## src/rtl/issue_scoreboard2.sv

```systemverilog
`default_nettype none
// ============================================================================
//  Module   : issue_scoreboard2
//  Purpose  : Dual-issue interlock and scoreboard at the F/D -> D/X boundary
//             of the 2-wide pipeline. Decides which of the two decoded
//             instructions may advance into D/X this cycle. It stalls only
//             the hazards that the X/M and M/W bypass paths cannot cover:
//             load-use distance 1, intra-pair RAW, structural pair
//             conflicts and outstanding multdiv results.
//  Config   : SB_MULTDIV_EN  - when defined, multdiv results are tracked
//             with a pending flag and destination register, and the
//             multdiv pair rules are active. When undefined, fd_multDiv_x
//             and md_done are ignored and multdiv is treated as an ALU
//             writer.
//  Ports    : clock, reset_n          - clock, async active-low reset
//             fd_valid_x              - F/D slot x holds an instruction
//             fd_rs_x/rt_x/rd_x       - register specifiers of slot x
//             fd_srcMask_x            - {reads rd, reads rt, reads rs}
//             fd_regWrite_x           - slot x writes fd_rd_x
//             fd_memToReg_x           - slot x is a load
//             fd_memOp_x              - slot x is a load or store
//             fd_multDiv_x            - slot x is mult/div
//             md_done                 - multdiv writes its result now
//             flush                   - kill the F/D contents
//             issue_1, issue_2        - slot advances into D/X now
//             hold_fd                 - F/D latch and PC must not advance
//             slot2_only              - slot 1 of this pair already issued
//  Revision : 1.0 - initial release
// ============================================================================
module issue_scoreboard2 (
   input  logic       clock,
   input  logic       reset_n,
   input  logic       fd_valid_1,
   input  logic       fd_valid_2,
   input  logic [4:0] fd_rs_1,
   input  logic [4:0] fd_rt_1,
   input  logic [4:0] fd_rd_1,
   input  logic [4:0] fd_rs_2,
   input  logic [4:0] fd_rt_2,
   input  logic [4:0] fd_rd_2,
   input  logic [2:0] fd_srcMask_1,
   input  logic [2:0] fd_srcMask_2,
   input  logic       fd_regWrite_1,
   input  logic       fd_regWrite_2,
   input  logic       fd_memToReg_1,
   input  logic       fd_memToReg_2,
   input  logic       fd_memOp_1,
   input  logic       fd_memOp_2,
   input  logic       fd_multDiv_1,
   input  logic       fd_multDiv_2,
   input  logic       md_done,
   input  logic       flush,
   output logic       issue_1,
   output logic       issue_2,
   output logic       hold_fd,
   output logic       slot2_only
);

   typedef enum logic [0:0] {
      ST_NORMAL = 1'b0,
      ST_HALF   = 1'b1
   } state_t;

   state_t state_q, state_d;

   // Cycles remaining until each register is forwardable to D/X. Entry 0
   // is never written and always reads zero.
   logic [31:0][1:0] ready_cnt_q, ready_cnt_d;

   // Per-register "not yet forwardable" vector, combining counters and the
   // outstanding multdiv destination.
   logic [31:0] w_busy;

   logic w_blk_1, w_blk_2;
   logic w_waw_1, w_waw_2;
   logic w_split;
   logic w_split_md;
   logic w_issue_1, w_issue_2, w_hold;

   // -------------------------------------------------------------------------
   // Multdiv tracking
   // -------------------------------------------------------------------------
`ifdef SB_MULTDIV_EN
   logic       md_pend_q, md_pend_d;
   logic [4:0] md_rd_q, md_rd_d;

   always_ff @(posedge clock or negedge reset_n) begin
      if (!reset_n) begin
         md_pend_q <= 1'b0;
         md_rd_q   <= 5'd0;
      end else begin
         md_pend_q <= md_pend_d;
         md_rd_q   <= md_rd_d;
      end
   end

   // Completion clears first so that a same-cycle new issue overrides it;
   // slot 2 is applied last but the pair rules never issue two multdivs.
   always_comb begin
      md_pend_d = md_pend_q;
      md_rd_d   = md_rd_q;
      if (md_done) begin
         md_pend_d = 1'b0;
      end
      if (w_issue_1 && fd_multDiv_1) begin
         md_pend_d = 1'b1;
         md_rd_d   = fd_rd_1;
      end
      if (w_issue_2 && fd_multDiv_2) begin
         md_pend_d = 1'b1;
         md_rd_d   = fd_rd_2;
      end
   end

   // A writer targeting the outstanding multdiv destination would be
   // overwritten out of order by the late multdiv result.
   assign w_waw_1 = md_pend_q && fd_regWrite_1 && (fd_rd_1 != 5'd0) && (fd_rd_1 == md_rd_q);
   assign w_waw_2 = md_pend_q && fd_regWrite_2 && (fd_rd_2 != 5'd0) && (fd_rd_2 == md_rd_q);

   // Only one multdiv per pair, and slot 2's multdiv must not issue beside
   // a slot-1 writer (its result path shares the write-back port).
   assign w_split_md = (fd_multDiv_1 && fd_multDiv_2) || (fd_regWrite_1 && fd_multDiv_2);

   always_comb begin
      w_busy = '0;
      for (int r = 1; r < 32; r++) begin
         w_busy[r] = (ready_cnt_q[r] != 2'd0) || (md_pend_q && (md_rd_q == 5'(r)));
      end
   end
`else
   assign w_waw_1    = 1'b0;
   assign w_waw_2    = 1'b0;
   assign w_split_md = 1'b0;

   // Multdiv inputs have no effect in this build.
   logic unused_md;
   assign unused_md = fd_multDiv_1 ^ fd_multDiv_2 ^ md_done;

   always_comb begin
      w_busy = '0;
      for (int r = 1; r < 32; r++) begin
         w_busy[r] = (ready_cnt_q[r] != 2'd0);
      end
   end
`endif

   // -------------------------------------------------------------------------
   // Slot hazards. w_busy[0] is always 0, so r0 sources never block.
   // -------------------------------------------------------------------------
   assign w_blk_1 = fd_valid_1 &&
                    ((fd_srcMask_1[0] && w_busy[fd_rs_1]) ||
                     (fd_srcMask_1[1] && w_busy[fd_rt_1]) ||
                     (fd_srcMask_1[2] && w_busy[fd_rd_1]) ||
                     w_waw_1);

   assign w_blk_2 = fd_valid_2 &&
                    ((fd_srcMask_2[0] && w_busy[fd_rs_2]) ||
                     (fd_srcMask_2[1] && w_busy[fd_rt_2]) ||
                     (fd_srcMask_2[2] && w_busy[fd_rd_2]) ||
                     w_waw_2);

   // -------------------------------------------------------------------------
   // Pair rules: conditions under which slot 2 cannot travel with slot 1.
   // -------------------------------------------------------------------------
   logic w_raw_pair;
   assign w_raw_pair = fd_regWrite_1 && (fd_rd_1 != 5'd0) &&
                       ((fd_srcMask_2[0] && (fd_rs_2 == fd_rd_1)) ||
                        (fd_srcMask_2[1] && (fd_rt_2 == fd_rd_1)) ||
                        (fd_srcMask_2[2] && (fd_rd_2 == fd_rd_1)));

   assign w_split = fd_valid_1 && fd_valid_2 &&
                    (w_raw_pair || (fd_memOp_1 && fd_memOp_2) || w_split_md);

   // -------------------------------------------------------------------------
   // Issue FSM
   // -------------------------------------------------------------------------
   always_ff @(posedge clock or negedge reset_n) begin
      if (!reset_n) begin
         state_q <= ST_NORMAL;
      end else begin
         state_q <= state_d;
      end
   end

   always_comb begin
      w_issue_1 = 1'b0;
      w_issue_2 = 1'b0;
      w_hold    = 1'b0;
      state_d   = state_q;
      if (flush) begin
         // The F/D contents are dead; let the fetch redirect go through.
         state_d = ST_NORMAL;
      end else begin
         case (state_q)
            ST_NORMAL: begin
               if (!fd_valid_1) begin
                  // Slot 2 is evaluated on its own; no split is possible.
                  w_issue_2 = fd_valid_2 && !w_blk_2;
                  w_hold    = w_blk_2;
               end else if (w_blk_1) begin
                  w_hold = 1'b1;
               end else if (fd_valid_2 && (w_blk_2 || w_split)) begin
                  w_issue_1 = 1'b1;
                  w_hold    = 1'b1;
                  state_d   = ST_HALF;
               end else begin
                  w_issue_1 = 1'b1;
                  w_issue_2 = fd_valid_2;
               end
            end
            ST_HALF: begin
               // Slot 1 already left; only slot 2 remains in F/D.
               if (!w_blk_2) begin
                  w_issue_2 = fd_valid_2;
                  state_d   = ST_NORMAL;
               end else begin
                  w_hold = 1'b1;
               end
            end
            default: begin
               state_d = ST_NORMAL;
            end
         endcase
      end
   end

   // -------------------------------------------------------------------------
   // Scoreboard counters. Decrement first, then issue writes override, with
   // slot 2 last so its latency wins on a shared destination.
   // -------------------------------------------------------------------------
   always_comb begin
      ready_cnt_d = '0;
      for (int r = 1; r < 32; r++) begin
         ready_cnt_d[r] = (ready_cnt_q[r] != 2'd0) ? (ready_cnt_q[r] - 2'd1) : 2'd0;
      end
      if (w_issue_1 && fd_regWrite_1 && (fd_rd_1 != 5'd0)) begin
         ready_cnt_d[fd_rd_1] = fd_memToReg_1 ? 2'd1 : 2'd0;
      end
      if (w_issue_2 && fd_regWrite_2 && (fd_rd_2 != 5'd0)) begin
         ready_cnt_d[fd_rd_2] = fd_memToReg_2 ? 2'd1 : 2'd0;
      end
   end

   always_ff @(posedge clock or negedge reset_n) begin
      if (!reset_n) begin
         ready_cnt_q <= '0;
      end else begin
         ready_cnt_q <= ready_cnt_d;
      end
   end

   // -------------------------------------------------------------------------
   // Outputs are forced low for the whole time reset is asserted.
   // -------------------------------------------------------------------------
   assign issue_1    = reset_n && w_issue_1;
   assign issue_2    = reset_n && w_issue_2;
   assign hold_fd    = reset_n && w_hold;
   assign slot2_only = reset_n && (state_q == ST_HALF);

endmodule
`default_nettype wire

```

## config.mk

```make
export PLATFORM = sky130hd
export DESIGN_NAME = issue_scoreboard2
export DESIGN_NICKNAME = d
export VERILOG_FILES = /design/src/rtl/issue_scoreboard2.sv
export SDC_FILE = /design/constraint.sdc
export NUM_CORES = 1
export LEC_CHECK = 0
export BUFFER_PORTS_ARGS = -buffer_cell sky130_fd_sc_hd__buf_2
export CORE_MARGIN = 1.5
export CORE_UTILIZATION = 57
export CTS_CLUSTER_DIAMETER = 150
export DETAILED_ROUTE_END_ITERATION = 10
export GPL_TIMING_DRIVEN = 0
export PLACE_DENSITY = 0.75
export SKIP_CTS_REPAIR_TIMING = 1
export SLEW_MARGIN = 20
export SYNTH_ARGS = -nofsm -noshare
export SYNTH_HDL_FRONTEND = slang
export SYNTH_SLANG_ARGS = --single-unit
```

## constraint.sdc

```tcl
create_clock -name clock -period 6.7 [get_ports clock]
set_input_delay 0.335 -clock clock [delete_from_list [all_inputs] [get_ports clock]]
set_output_delay 0.335 -clock clock [all_outputs]
set_load 0.02 [all_outputs]
```

==> metrics.md, run 1 <==
| Metric | Value |
|---|---|
| Status | `completed` |
| Crit Path Category | `reg -> out` |
| Post-detail-place hpwl | `16.15 mm` |
| Post-synth net total | `683` |
| Delay of the slowest critical-path stage | `0.58 ns` |
| Max capacitance violation total | `0` |
| Master cell of the clock root buffer | `clkbuf_8` |
| Min-Delay Path Class | `in -> async` |
| Library cells used by synthesis | `57` |
| Overall fraction of global-route tracks in use | `0.4080` |
| Total number of nets in the final design | `731` |
| Number of input and output port buffers inserted | `37` |
| Setup tns final | `0 ns` |
| Insertion delay to the later sink of the worst-skew pair | `0.37 ns` |
| Slowest cell on crit path | `nor4_4` |
| Initial Utilization | `0.5945` |
| Die span in x | `104.4 um` |
| Fraction of post-synthesis cell area in the top cell type by area | `0.2688` |
| Fraction of synthesis flops using an asynchronous set or reset pin | `1.000` |
| Overflow after GRT | `0` |
| Buffers plus inverters on the worst setup path | `2` |
| Cell-by-cell listing of the critical path | `or2_1 -> mux4_2 -> and3b_1 -> or4_4 -> nor4_4 -> a31oi_2 -> buf_2 -> nor4b_1 -> buf_2` |
| Cell Area, Synth | `5864 um^2` |
| Leading cell type in the layout, fill and taps excluded | `nor2_1` |
| Tightest Pin Transition | `0.8621 ns` |
| Share of the cycle needed by the critical path after routing | `0.6371` |
| Static leakage power | `0.002611 uW` |
| Final Hold Violating Endpoints | `0` |
| Via count | `5838` |
| H-Tree Depth | `3` |
| Post-place setup slack | `2.750 ns` |
| Clk network pwr share | `0.338` |
| Biggest area consumer among synthesized cells | `dfrtp_1` |
| Startpoint of the lowest-slack register-to-register path | `ready_cnt_q[45]` |
| Die height | `104.4 um` |
| Last weighted congestion value of the routability-driven placer | `0.9601` |
| Drc violations | `0` |
| Std-Cell Core Area | `9864 um^2` |
| Clock Tree Buf Depth | `2` |
| Number of vias per cell | `7.137` |
| CTS tree | `yes` |
| Total I/O pin count | `54` |
| Post-route antenna net violation count | `0` |
| Post-layout min period | `4.268 ns` |
| Vias in the first global route | `5845` |
| Critical Path Start Type | `flop` |
| Switch share | `0.3367` |
| Highest-count cells in the layout ignoring fill and taps | `nor2_1 (74), mux2i_1 (63), dfrtp_1 (63), nand3_1 (44), nor2b_1 (43)` |
| Global-route wire length before repair | `32.98 mm` |
| Flops & latches, synth | `63` |
| RSZ-0062 raised after global routing | `no` |
| Cell Rows | `36` |
| Non-filler cells, final | `818` |
| Cell types occupying the most area after synthesis | `dfrtp_1 (27%), mux4_2 (13%), mux2i_1 (11%), and4b_1 (5.3%), nor2_1 (4.7%)` |
| Area Overhead vs Synth | `8.833%` |
| Total Power | `867.2 uW` |
| Count of final setup violators | `0` |
| Total Die Area | `10910 um^2` |
| Switching power total | `292.0 uW` |
| Final worst slack | `2.432 ns` |
| Slew margin rel. | `0.4253` |
| Gate count after technology mapping | `633` |
| Number of violations reported at the end of detailed-routing iteration 0 | `661` |
| Data arrival time of the worst path | `3.93 ns` |
| Crit path capture type | `output port` |
| ANT cells | `0` |
| Part of the total power dissipated in combinational logic | `0.223` |
| Final wirelength | `21.67 mm` |
| Most used cell, CP | `buf_2` |
| Warnings from Yosys | `0` |
| DP Cell Count | `803` |
| Highest achievable clock rate | `234.3 MHz` |
| Largest delay contributor family on the critical path | `simple AND/OR/NAND/NOR gates` |
| Worst setup path startpoint | `ready_cnt_q[45]` |
| Post-synth EDFFs | `0` |
| Req. time, crit path | `6.36 ns` |
| Clock transition at the register clock pins on the worst setup and hold paths after CTS | `0.07 ns` |
| Final Max Tran Viols | `0` |
| Post-detailed-route wirelength per cell | `26.49 um` |
| Worst ir drop on vdd | `135.9 uV` |
| Areal power density over the cells | `135.9 nW/um^2` |
| Sequential element share of the synthesized area | `0.2688` |
| Share of layout cells above drive strength 1 | `0.1810` |
| Register share of total power | `0.440` |
| Maximum clock skew at final layout | `0.009592 ns` |
| Maximum number of pins on one net before global-route repair | `66` |
| Most used DFF post-synth | `dfrtp_1` |
| Inserted Clock Buffers | `9` |
| Iteration count of the initial detailed-routing pass | `6` |
| Mean post-synth cell area | `9.264 um^2` |
| Clk sink count | `63` |
| Antenna violations before repair | `0` |
| Top fanout value on the critical path | `10` |
| Cell internal pwr | `575.2 uW` |
## cell families (layout without fill, tap and decap cells)
logic type | Yosys count | in the layout | share of synthesized area
xor gates and xnor gates | 15 | 15 | 0.02240
AOI/OAI and AO/OA | 67 | 67 | 0.08001
muxes | 101 | 101 | 0.2439
and+or+nand+nor | 328 | 328 | 0.3454
DFF | 63 | 63 | 0.2688
buffers and inverters | 59 | 111 | 0.03947
## layer usage
metal  share of wire  wire length (um)  GRT usage  vias up
li1                -                 -          -     2494
met1            0.38              8220     0.5267     2746
met2            0.44              9604     0.6264      492
met3            0.12              2633     0.1153      106
met4           0.056              1213     0.2063        0
met5               0                 0          0        -
## synth_stat cells, types with 4 or more instances
cell type	count
a211oi_1	6
inv_1	9
clkbuf_1	34
nand2b_1	12
mux2i_1	63
o2bb2ai_1	4
nor3b_1	6
nor4b_1	4
nor4_1	12
nand2_1	23
nand3b_1	5
mux4_2	33
nand4_1	5
nor4_2	22
nor3_1	28
and4b_1	31
buf_1	9
nor2_1	74
a2111oi_0	4
xor2_1	12
a21oi_1	13
nor2b_1	43
nand3_1	44
o21ai_0	15
dfrtp_1	63
a31oi_1	4
buf_2	5
mux2_2	5
## power by group through the flow
stage / Clock [uW] / Combinational [uW] / Sequential [uW]
after floorplan: 0 / 114 / 389
after global placement: 0 / 184 / 389
after detailed placement: 0 / 186 / 389
after CTS: 295 / 186 / 381
after global routing: 309 / 203 / 381
final: 293 / 193 / 382
## sequential cells by signal, summed over array words and instances, names as in the netlist
name         flops
state_q          1
ready_cnt_q     62
## layout make-up
class | instances | area, um^2
tap | 133 | 166.4
buffer | 49 | 193.9
multi-input combinational | 511 | 4056
sequential | 63 | 1577
timing repair buffer | 37 | 187.7
fill | 845 | 3482
clock buffer | 11 | 141.4
clock inverter | 4 | 22.52
inverter | 10 | 37.54
## final timing paths
check	to	slack (ns)	cells past startpoint
setup / recovery	issue_2	2.43	9
hold reg to reg	ready_cnt_q[25]	0.58	1
max in group asynchronous	ready_cnt_q[2]	6.06	1
min in group clock	state_q	0.26	2
hold / removal	ready_cnt_q[50]	0.08	1
setup reg to reg	ready_cnt_q[37]	2.81	9
## metrics by stage
stage | utilization | hold WS [ns] | instance area, um^2
global route | 0.6470 | 0.1375 | 6382
CTS | 0.6470 | 0.1045 | 6382
detailed placement | 0.6304 | 0.4831 | 6218
finish | 0.6470 | 0.08315 | 6382
floorplan | - | 0.03941 | 5864
global placement | 0.6301 | 0.5507 | 6216
Power figures use the tool's default switching activity.
==> inputs of run 2 (changes only) <==
- CORE_UTILIZATION: 57 -> 55
- PLACE_DENSITY: 0.75 -> 0.76
- clock period: 6.7 -> 3.4 ns (I/O delays scaled with it)
==> run 2 against run 1 <==
Net effect:
- the flow now finishes with violations (negative setup slack)
- clock skew about the same
- cell count grew 2.2%
- register-to-register slack got worse by 3.1 ns
- critical path depth up 1
- sequential share of layout area is 1.7 points lower
- non-clock buffer count is 14 higher
- core utilization is 1.7 points higher
- worst hold slack gained 0.029 ns
- final area up 7.5%
- critical path type is now reg -> reg
==> metrics.md, run 2 (synthesis gave the netlist of run 1 again) <==
| Metric | Value |
|---|---|
| Maximum clock skew at final layout | `0.009546 ns (-0.00004652 ns)` |
| ANT cells | `0 (unchanged)` |
| Global-route wire length before repair | `32.56 mm (-1.3%)` |
| Die height | `106.3 um (+1.8%)` |
| Count of final setup violators | `64 (+64)` |
| Req. time, crit path | `3.65 ns (-2.71 ns)` |
| Clk sink count | `63 (unchanged)` |
| Post-detail-place hpwl | `16.56 mm (+2.5%)` |
| Via count | `5825 (-0.22%)` |
| Design Area, Final | `6859 um^2 (+7.5%)` |
| Antenna violations before repair | `0 (unchanged)` |
| Top reg by flops | `ready_cnt_q` |
| Status | `finished, violations left` |
| Drc violations | `0 (unchanged)` |
| Crit path capture type | `flop` |
| Top fanout value on the critical path | `7 (-3)` |
| DP Cell Count | `807 (+0.50%)` |
| Non-filler cells, final | `836 (+2.2%)` |
| Clock transition at the register clock pins on the worst setup and hold paths after CTS | `0.08 ns (about the same)` |
| Area Overhead vs Synth | `16.96%` |
| Final Hold Slack | `0.1117 ns (+0.02854 ns)` |
| Data arrival time of the worst path | `3.92 ns (about the same)` |
| Areal power density over the cells | `275.0 nW/um^2 (+100%)` |
| Maximum number of pins on one net before global-route repair | `49 (-26%)` |
| Cell Rows | `37 (+2.8%)` |
| Std-Cell Core Area | `10320 um^2 (+4.7%)` |
| Number of vias per cell | `6.968 (-2.4%)` |
| Leading cell type in the layout, fill and taps excluded | `nor2_1` |
| Flip-flop count of the largest register after layout | `62 (unchanged)` |
| Crit Path Category | `reg -> reg` |
| Fillcell total | `855 (+1.2%)` |
| Max capacitance violation total | `0 (unchanged)` |
| Final Hold Violating Endpoints | `0 (unchanged)` |
| Worst ir drop on vdd | `200.7 uV (+48%)` |
| Die span in x | `106.3 um (+1.8%)` |
| Inserted Clock Buffers | `9 (unchanged)` |
| RSZ-0062 raised after global routing | `yes` |
| Highest achievable clock rate | `272.3 MHz` |
| H-Tree Depth | `3 (unchanged)` |
| Vias in the first global route | `5473 (-6.4%)` |
| Min-Delay Path Class | `in -> reg` |
| Total Die Area | `11290 um^2 (+3.5%)` |
| Critical Path Start Type | `flop` |
| Delay of the slowest critical-path stage | `0.54 ns (-0.04 ns)` |
| Final wirelength | `21.88 mm (+0.98%)` |
| Insertion delay to the later sink of the worst-skew pair | `0.36 ns (about the same)` |
| Highest-count cells in the layout ignoring fill and taps | `nor2_1 (67), mux2i_1 (63), dfrtp_1 (63), nand3_1 (44), nor2b_1 (43)` |
| Post-route antenna net violation count | `0 (unchanged)` |
| Total number of nets in the final design | `745 (+1.9%)` |
| Failing checks | `negative setup slack` |
| Static leakage power | `0.002787 uW (+6.7%)` |
| Iteration count of the initial detailed-routing pass | `5 (-1)` |
| Cell-by-cell listing of the critical path | `or2_1 -> mux4_2 -> and3b_1 -> or4_4 -> nor4_4 -> buf_6 -> a31oi_4 -> buf_6 -> nor3_1 -> and4b_1` |
| Tightest Pin Transition | `1.058 ns (+0.1959 ns)` |
| Overall fraction of global-route tracks in use | `0.3905 (-0.01753)` |
| Initial Utilization | `0.5681 (-0.02644)` |
| Slew margin rel. | `0.2946 (-0.1306)` |
| Share of the cycle needed by the critical path after routing | `1.080` |
| WL met1 | `8.688 mm (+5.7%)` |
| CTS tree | `yes` |
| Number of input and output port buffers inserted | `37 (unchanged)` |
| Clock Tree Buf Depth | `2 (unchanged)` |
| Final Max Tran Viols | `0 (unchanged)` |
| Area after detailed placement | `6256 um^2 (+0.60%)` |
| Overflow after GRT | `0 (unchanged)` |
| Final Core Density | `0.6644 (+0.01740)` |
| Post-layout min period | `3.672 ns` |
| Share of layout cells above drive strength 1 | `0.2229 (+0.04184)` |
| Most used cell, CP | `buf_6` |
| Master cell of the clock root buffer | `clkbuf_8` |
| Final worst slack | `-0.2722 ns (-2.704 ns)` |
| Routed wire length on met2 | `10.31 mm (+7.4%)` |
| Number of violations reported at the end of detailed-routing iteration 0 | `825 (+25%)` |
| Top sig layer | `met4` |
| Met3 WL post-DR | `2.106 mm (-20%)` |
| Largest registers | `ready_cnt_q: 62 flops, state_q: 1 flops` |
| Slowest cell on crit path | `or4_4` |
| Last weighted congestion value of the routability-driven placer | `1.020 (+6.2%)` |
| Total I/O pin count | `54 (unchanged)` |
| Post-detailed-route wirelength per cell | `26.18 um (-1.2%)` |
[run 2: cell count changes in the layout (fill, tap and decap cells not counted), sizes merged]
cell	change
bufinv	+1
dlygate4sd3	+1
buf	+13
clkinv	-1
inv	+1
[run 2: cell type report]
cell class | count | area [um^2] | share of cell area
buffer | 48 | 220.2 | 0.03211
clock buffer | 11 | 141.4 | 0.02061
clock inverter | 5 | 56.30 | 0.008209
inverter | 10 | 37.54 | 0.005472
multi-input combinational | 511 | 4309 | 0.6282
sequential | 63 | 1577 | 0.2298
tap | 136 | 170.2 | 0.02481
timing repair buffer | 52 | 347.8 | 0.05071
[run 2: report_power, final]
group	internal, uW	switching (uW)
clock	359	328
sequential	750	1.29
combinational	142	306
total	1250	636
[run 2: worst max-delay path: cells and delay by family, from the launching register on]
kind / cells / cell delay (ns)
flops: 1 / 0.41
compound gates: 1 / 0.17
simple gates: 6 / 2.11
mux: 1 / 0.51
buf+inv: 2 / 0.37
[run 2: worst paths after layout]
check | from | endpoint | slack [ns] | cells past startpoint
min in group asynchronous | reset_n | ready_cnt_q[14] | 0.24 | 2
max in group asynchronous | reset_n | ready_cnt_q[52] | 2.62 | 3
hold / removal | fd_valid_2 | state_q | 0.11 | 2
hold reg to reg | ready_cnt_q[27] | ready_cnt_q[27] | 0.58 | 1
setup / recovery | ready_cnt_q[39] | ready_cnt_q[41] | -0.27 | 10
setup reg to reg | ready_cnt_q[39] | ready_cnt_q[41] | -0.27 | 10
[run 2: layer usage]
| layer | global-route usage | vias up |
|---|---|---|
| met5 | 0 | - |
| met4 | 0.1322 | 0 |
| met3 | 0.08829 | 66 |
| met2 | 0.6217 | 355 |
| met1 | 0.5263 | 2879 |
| li1 | - | 2525 |
[run 2: stage by stage]
stage                     setup TNS, ns  setup WS, ns  power, uW
after global placement           -16.69       -0.4624       1122
after CTS                        -22.03       -0.5531       1800
after global routing             -11.28       -0.3113       1938
final                            -9.492       -0.2722       1886
after detailed placement         -19.65       -0.5139       1131
after floorplan                       0        0.1691      991.5
